## config.mk

```make
export PLATFORM = sky130hd
export DESIGN_NAME = wb_regfile
export DESIGN_NICKNAME = d
export VERILOG_FILES = /design/src/rtl/wb_regfile.sv
export SDC_FILE = /design/constraint.sdc
export NUM_CORES = 2
export LEC_CHECK = 0
export CAP_MARGIN = 40
export CORE_MARGIN = 5
export CORE_UTILIZATION = 61
export CTS_CLUSTER_DIAMETER = 60
export DETAILED_ROUTE_END_ITERATION = 10
export MAX_ROUTING_LAYER = met4
export PLACE_DENSITY = 0.8
export REMOVE_ABC_BUFFERS = 1
export SLEW_MARGIN = 0
export SYNTH_ARGS = -nofsm -noshare
export SYNTH_HDL_FRONTEND = slang
export SYNTH_SLANG_ARGS = --single-unit
```

## constraint.sdc

```tcl
create_clock -name clk -period 47 [get_ports clk]
set_clock_uncertainty 0.05 [all_clocks]
set_input_delay 7.05 -clock clk [delete_from_list [all_inputs] [get_ports clk]]
set_output_delay 7.05 -clock clk [all_outputs]
set_load 0.05 [all_outputs]
```

## src/rtl/wb_regfile.sv

```systemverilog
// Write-back stage and 32x32 architectural register file for the 5-stage MIPS pipeline.
// Optional macro WB_BYPASS_EN: same-cycle write-before-read forwarding on both read ports.
module wb_regfile #(
    parameter logic [31:0] SP_INIT = 32'h000003FC
) (
    input  logic        clk,
    input  logic        reset,
    input  logic [31:0] wb_pc,
    input  logic [31:0] wb_alu_out,
    input  logic [31:0] wb_mem_data,
    input  logic [4:0]  wb_rd,
    input  logic [1:0]  wb_mem_to_reg,
    input  logic        wb_reg_write,
    input  logic [4:0]  rs_addr,
    input  logic [4:0]  rt_addr,
    output logic [31:0] rs_data,
    output logic [31:0] rt_data,
    output logic        fwd_valid,
    output logic [4:0]  fwd_rd,
    output logic [31:0] fwd_data,
    output logic [31:0] commit_count
);

    logic [31:0] regs_q [32];
    logic [31:0] commit_count_q;
    logic [31:0] commit_count_d;
    logic        commit_s;

    // Selector 2'b11 is reserved and falls back to the ALU result.
    function automatic logic [31:0] wb_select(input logic [1:0]  sel,
                                              input logic [31:0] alu,
                                              input logic [31:0] mem,
                                              input logic [31:0] pc);
        logic [31:0] val;
        case (sel)
            2'b00:   val = alu;
            2'b01:   val = mem;
            2'b10:   val = pc + 32'd4;
            default: val = alu;
        endcase
        return val;
    endfunction

    // Write-back value, commit qualification and forwarding tap.
    always_comb begin
        fwd_data  = wb_select(wb_mem_to_reg, wb_alu_out, wb_mem_data, wb_pc);
        commit_s  = wb_reg_write && (wb_rd != 5'd0);
        fwd_valid = commit_s;
        if (commit_s) begin
            fwd_rd = wb_rd;
        end else begin
            fwd_rd = 5'd0;
        end
    end

    // Commit counter next state; wraps naturally at 2^32.
    always_comb begin
        if (commit_s) begin
            commit_count_d = commit_count_q + 32'd1;
        end else begin
            commit_count_d = commit_count_q;
        end
    end

    // Register array and counter; reset restores $sp and clears everything else.
    always_ff @(posedge clk or posedge reset) begin
        if (reset) begin
            for (int i = 0; i < 32; i++) begin
                regs_q[i] <= (i == 29) ? SP_INIT : 32'd0;
            end
            commit_count_q <= 32'd0;
        end else begin
            if (commit_s) begin
                regs_q[wb_rd] <= fwd_data;
            end
            commit_count_q <= commit_count_d;
        end
    end

    assign commit_count = commit_count_q;

    // Read port A; $0 is hardwired to zero.
    always_comb begin
        rs_data = 32'd0;
        if (rs_addr == 5'd0) begin
            rs_data = 32'd0;
`ifdef WB_BYPASS_EN
        end else if (commit_s && (rs_addr == wb_rd)) begin
            rs_data = fwd_data;
`endif
        end else begin
            rs_data = regs_q[rs_addr];
        end
    end

    // Read port B; same rules as port A.
    always_comb begin
        rt_data = 32'd0;
        if (rt_addr == 5'd0) begin
            rt_data = 32'd0;
`ifdef WB_BYPASS_EN
        end else if (commit_s && (rt_addr == wb_rd)) begin
            rt_data = fwd_data;
`endif
        end else begin
            rt_data = regs_q[rt_addr];
        end
    end

endmodule

```

# Yosys cells after proc, flatten, opt, wreduce, memory -nomap -nowiden
# Index checks and enable logic that the tools add are counted.
op_classes:
  n_addsub: 2
  n_mul: 0
  div: 0
  n_lt_le_gt_ge: 4
  n_eq_ne: 2
  n_shift: 0
  mux: 13
  n_bitwise: 3
  reduce_logical: 5
ops:
  columns: ["op", "count"]
  rows:
  - ["$bwmux 1024", 1]
  - ["$bmux 32 s5", 2]
  - ["$mux 32", 7]
  - ["$demux 32 s5", 1]
  - ["$pmux 32 s2", 1]
  - ["$add 32x1->32 const B", 1]
  - ["$add 32x3->32 const B", 1]
  - ["$ge 6x6->1 const B", 3]
  - ["$not 5->6", 3]
  - ["$logic_not 5->1", 2]
  - ["$lt 6x1->1 const B", 1]
  - ["$mux 5", 1]
  - ["$reduce_bool 5->1", 1]
  - ["$eq 2x1->1 const B", 1]
  - ["$eq 2x2->1 const B", 1]
  - ["$logic_and 1x1->1", 2]
totals:
  ff_bits: 1056
  latchBits: 0
  ramBits: 0
  mem_bits_ro: 0
  input_bits: 116
  output_inout_bits: 134
  wordCells: 62
  memories: 0

# Depth between registers and ports, before layout
depth:
  ltp_word: 6
  depth_mapped: 11
  ltp_nobuf: 7

# Least setup slack after synthesis
# OpenSTA, ideal clock, no wires.
synth_path:
  kind: "input to output"
  from: "in rt_addr[1]"
  to: "out rt_data[22]"
  arrival_ns: 9.348
  setup_slack_ns: 30.552
  stages: 7
  n_path_buf: 4
  path_cell_list: "clkbuf_1 clkbuf_1 clkbuf_1 buf_1 mux4_2 mux2i_1 o221ai_1"
synth_between:
  elab_chain_len: 5
synth_lines:
  columns: ["item", "line_no", "text"]
  rows:
  - ["from (decl)", "15", "input logic [4:0] rt_addr,"]
  - ["$not 5->6 (not written as such)", "106", "rt_data = regs_q[rt_addr];"]
  - ["$bmux 32 s5", "106", null]
  - ["$mux 32 (not written as such) (2 in a row)", "106", null]
  - ["$mux 32 *", "99", "if (rt_addr == 5'd0) begin"]
  - ["to (decl)", "17", "output logic [31:0] rt_data,"]
# Mark *: on every way between the ends. The rest lies on a longest branch, timed or not. The select of a mux whose other input is x is not followed.

# Worst setup path in the final report
layout_path:
  from: "in rs_addr[0]"
  to: "out rs_data[20]"
layout_between:
  elab_chain_len: 5
layout_lines:
  columns: ["item", "line_no", "text"]
  rows:
  - ["from (decl)", "14", "input logic [4:0] rs_addr,"]
  - ["$not 5->6 (not written as such)", "92", "rs_data = regs_q[rs_addr];"]
  - ["$bmux 32 s5", "92", null]
  - ["$mux 32 (not written as such) (2 in a row)", "92", null]
  - ["$mux 32 *", "85", "if (rs_addr == 5'd0) begin"]
  - ["to (decl)", "16", "output logic [31:0] rs_data,"]
# Marked as above.

==> results by group <==
Detailed routing
  – Via count: 43,590
  – Via/cell ratio: between 7 and 8
  – DRT iter0 DRCs: around 6,000
  – Number of nets still failing antenna checks after routing: 0
  – Initial DRT Pass Iterations: 8
  – WL final: 176,900 microns
  – DRC viols: 0
  – WL/cell: around 29 microns

Timing
  – Max-slew violation count: 0
  – # setup viols final: 0
  – RSZ-0062 raised after global routing: false
  – Fmax: 52.96 MHz
  – Hold Vio Cnt, Final: 0
  – Final Cycle Share: 40.17%
  – Max_slew headroom: 25.24%
  – Worst slew pin tran: ~1100 ps
  – Fin crit period: around 19,000 ps
  – Setup TNS: 0 ps

Pwr
  – Net switching power: just over 0.0009 W
  – P per Cell Area: between 40 and 50 nW/um^2
  – Maximum vdd drop: approximately 0.037 mV
  – Comb power frac: about a quarter
  – Seq pwr share: between 40% and 50%
  – Design internal power: between 0.002 and 0.0025 W
  – Switching part of the total: 31.57%
  – Clock power share: around a third
  – Pleak: between 20 and 30 nW

Clock network
  – Number of buffers created by CTS: around 110
  – Clk sinks: between 1,000 and 1,500
  – CTS clk-pin slew, worst paths: about 60 ps
  – H-Tree Depth: 3
  – Clk root buf: clkbuf_16
  – CTS tree: built
  – Worst skew pair latency: around 700 ps
  – Hold-fix buffers, CTS: 0
  – CTS Buffer Depth: 3
  – Setup bufs post-CTS: 0
  – # resized after CTS: 0

Critical path
  – CP Class: in -> out
  – Critical path peak fanout: 44
  – Worst EP arrival: 11,780 ps
  – WP data required: ~40,000 ps
  – Critical Path Source Type: input pin
  – CP endpoint kind: output port

Global route
  – GRT Total Usage: a little under two fifths
  – Initial antenna violation count: 20
  – Global-route wire length before repair: between 200,000 and 300,000 microns
  – GR Overflow Total: 0
  – Vias in the first global route: 44,350
  – Largest net degree at the start of global routing: about 180

Yosys
  – Most frequent cell after synthesis: dfrtp_1
  – List of most frequent post-synthesis cells: 1,048 x dfrtp_1, 574 x nand2_1, 556 x nor2_1
  – Synth top area cells: dfrtp_1 48%, mux4_2 21%, mux2i_1 4.7%
  – Post-synth ARST share: between 90% and 100%
  – Dominant cell type by area after synthesis: dfrtp_1
  – Sequential share of the synthesized area: about 48%
  – Synth warnings: 0
  – Yosys reg bits: between 1,000 and 1,500
  – Mapped Area: between 50,000 and 60,000 sq um
  – Top FF cell, synth: dfrtp_1
  – Yosys top cell area share: around 48%
  – Distinct cells, synth: between 50 and 60
  – Post-synth EDFFs: 0
  – Mapped Cells: 4,910
  – Mean Syn Cell Area: between 10 and 15 sq um

Place
  – Detailed placement HPWL: 105,000 microns
  – Placed insts: between 5,000 and 6,000
  – IO Port Bufs: about 250
  – Placer congestion estimate: 0.8634

Finish
  – Layout cells sized above 1: between 10% and 20%
  – Non-Filler Instances: about 6,200
  – Fillers: 5,935
  – Fin nets: between 5,000 and 6,000
  – Area Growth Syn to Fin: 14.04%

Floorplanning
  – Die Area: 96,480 sq um
  – Die width: around 310 microns
  – Top-level I/O count: 250
  – Core area: about 90,000 sq um
  – Die height: around 310 microns
  – FP Rows: 110
  – Initial Util: approximately 60%

Job
  – Max Cap Violations: 0

Outcome
  – Status: finished clean

Hold path
  – Min-Delay Path Class: reg -> reg
## power groups by stage
stage	clock network [W]	logic [W]	registers (W)
floorplan	0	0.000502	0.00123
global placement	0	0.000689	0.00125
detailed placement	0	0.000723	0.00126
CTS	0.000943	0.000731	0.00125
global route	0.000981	0.000791	0.00128
finish	0.000940	0.000735	0.00126
## registers in the layout, indices dropped and copies added (netlist names)
register      flops
commit_count     32
regs_q         1024
## layer usage
metal / vias up / wire length (microns) / track usage, %
met5: - / 0 / -
met4: 0 / 10210 / 17.99
met3: 702 / 25040 / 13.22
met2: 3118 / 78360 / 53.47
met1: 21800 / 63310 / 48.53
li1: 17970 / - / -
## cell families after synthesis
family                   count (synthesis)  share of synthesized area (%)
AND/OR/NAND/NOR                       1276                          9.366
AO/OA/AOI/OAI                         1192                          12.24
flip-flops                            1056                          47.96
multiplexers                           773                          25.66
buffers and inverters                  568                          4.031
XOR/XNOR                                41                         0.6515
adder cells (fa/ha/maj)                  4                        0.09080
## final cells by class
class | instances | area (sq um) | share of cell area (%)
inverters | 40 | 157.7 | 0.2508
flip-flops and latches | 1056 | 26440 | 42.05
well taps | 1176 | 1471 | 2.341
clock inverters | 53 | 749.5 | 1.192
clock buffers | 151 | 3176 | 5.052
diodes | 21 | 52.55 | 0.08360
repair buffers | 412 | 4123 | 6.558
multi-input cells | 3286 | 26700 | 42.47
## through the flow
step	util, %	power (W)	setup WS, ps	area [sq um]	hold WS [ps]
floorplan	-	0.001732	10190	53050	315.3
global placement	64.92	0.001934	27910	58340	326.3
detailed placement	65.52	0.001986	28140	58880	333.3
CTS	69.89	0.002927	28070	62810	346.7
global route	69.94	0.003055	27810	62860	355.9
finish	69.94	0.002938	28120	62860	340.9
## cell usage in the layout, fill, tap and decap left out, types with 35 or more instances in the layout
master	synthesis	final
mux2i_1	259	258
clkdlybuf4s50_1	0	243
o21ai_0	506	500
o221ai_1	65	65
buf_4	3	137
nand2_1	574	571
mux4_2	512	512
a31oi_1	96	95
xnor2_1	35	35
dfrtp_1	1048	1048
clkbuf_16	0	109
nor2_1	556	522
o22a_1	65	65
a21oi_1	414	414
inv_1	40	39
## worst max-delay path, stage by stage
cell and delay (ps):
buf_8 400, buf_4 790, buf_4 790, buf_4 330
buf_16 320, mux4_2 570, mux2i_1 170, o22a_1 290
o221ai_1 200, clkdlybuf4s50_1 770
## worst paths after layout
path / cells past startpoint / slack [ps] / start / endpoint
setup / recovery: 10 / 28120 / rs_addr[0] / rs_data[20]
min in group asynchronous: 2 / 6600 / reset / regs_q[363]
hold / removal: 0 / 340 / regs_q[992] / regs_q[992]
max in group asynchronous: 6 / 37280 / reset / regs_q[63]
hold reg to reg: 0 / 340 / regs_q[992] / regs_q[992]
setup reg to reg: 5 / 44840 / commit_count[0] / commit_count[29]
(Power assumes the default switching activity.)
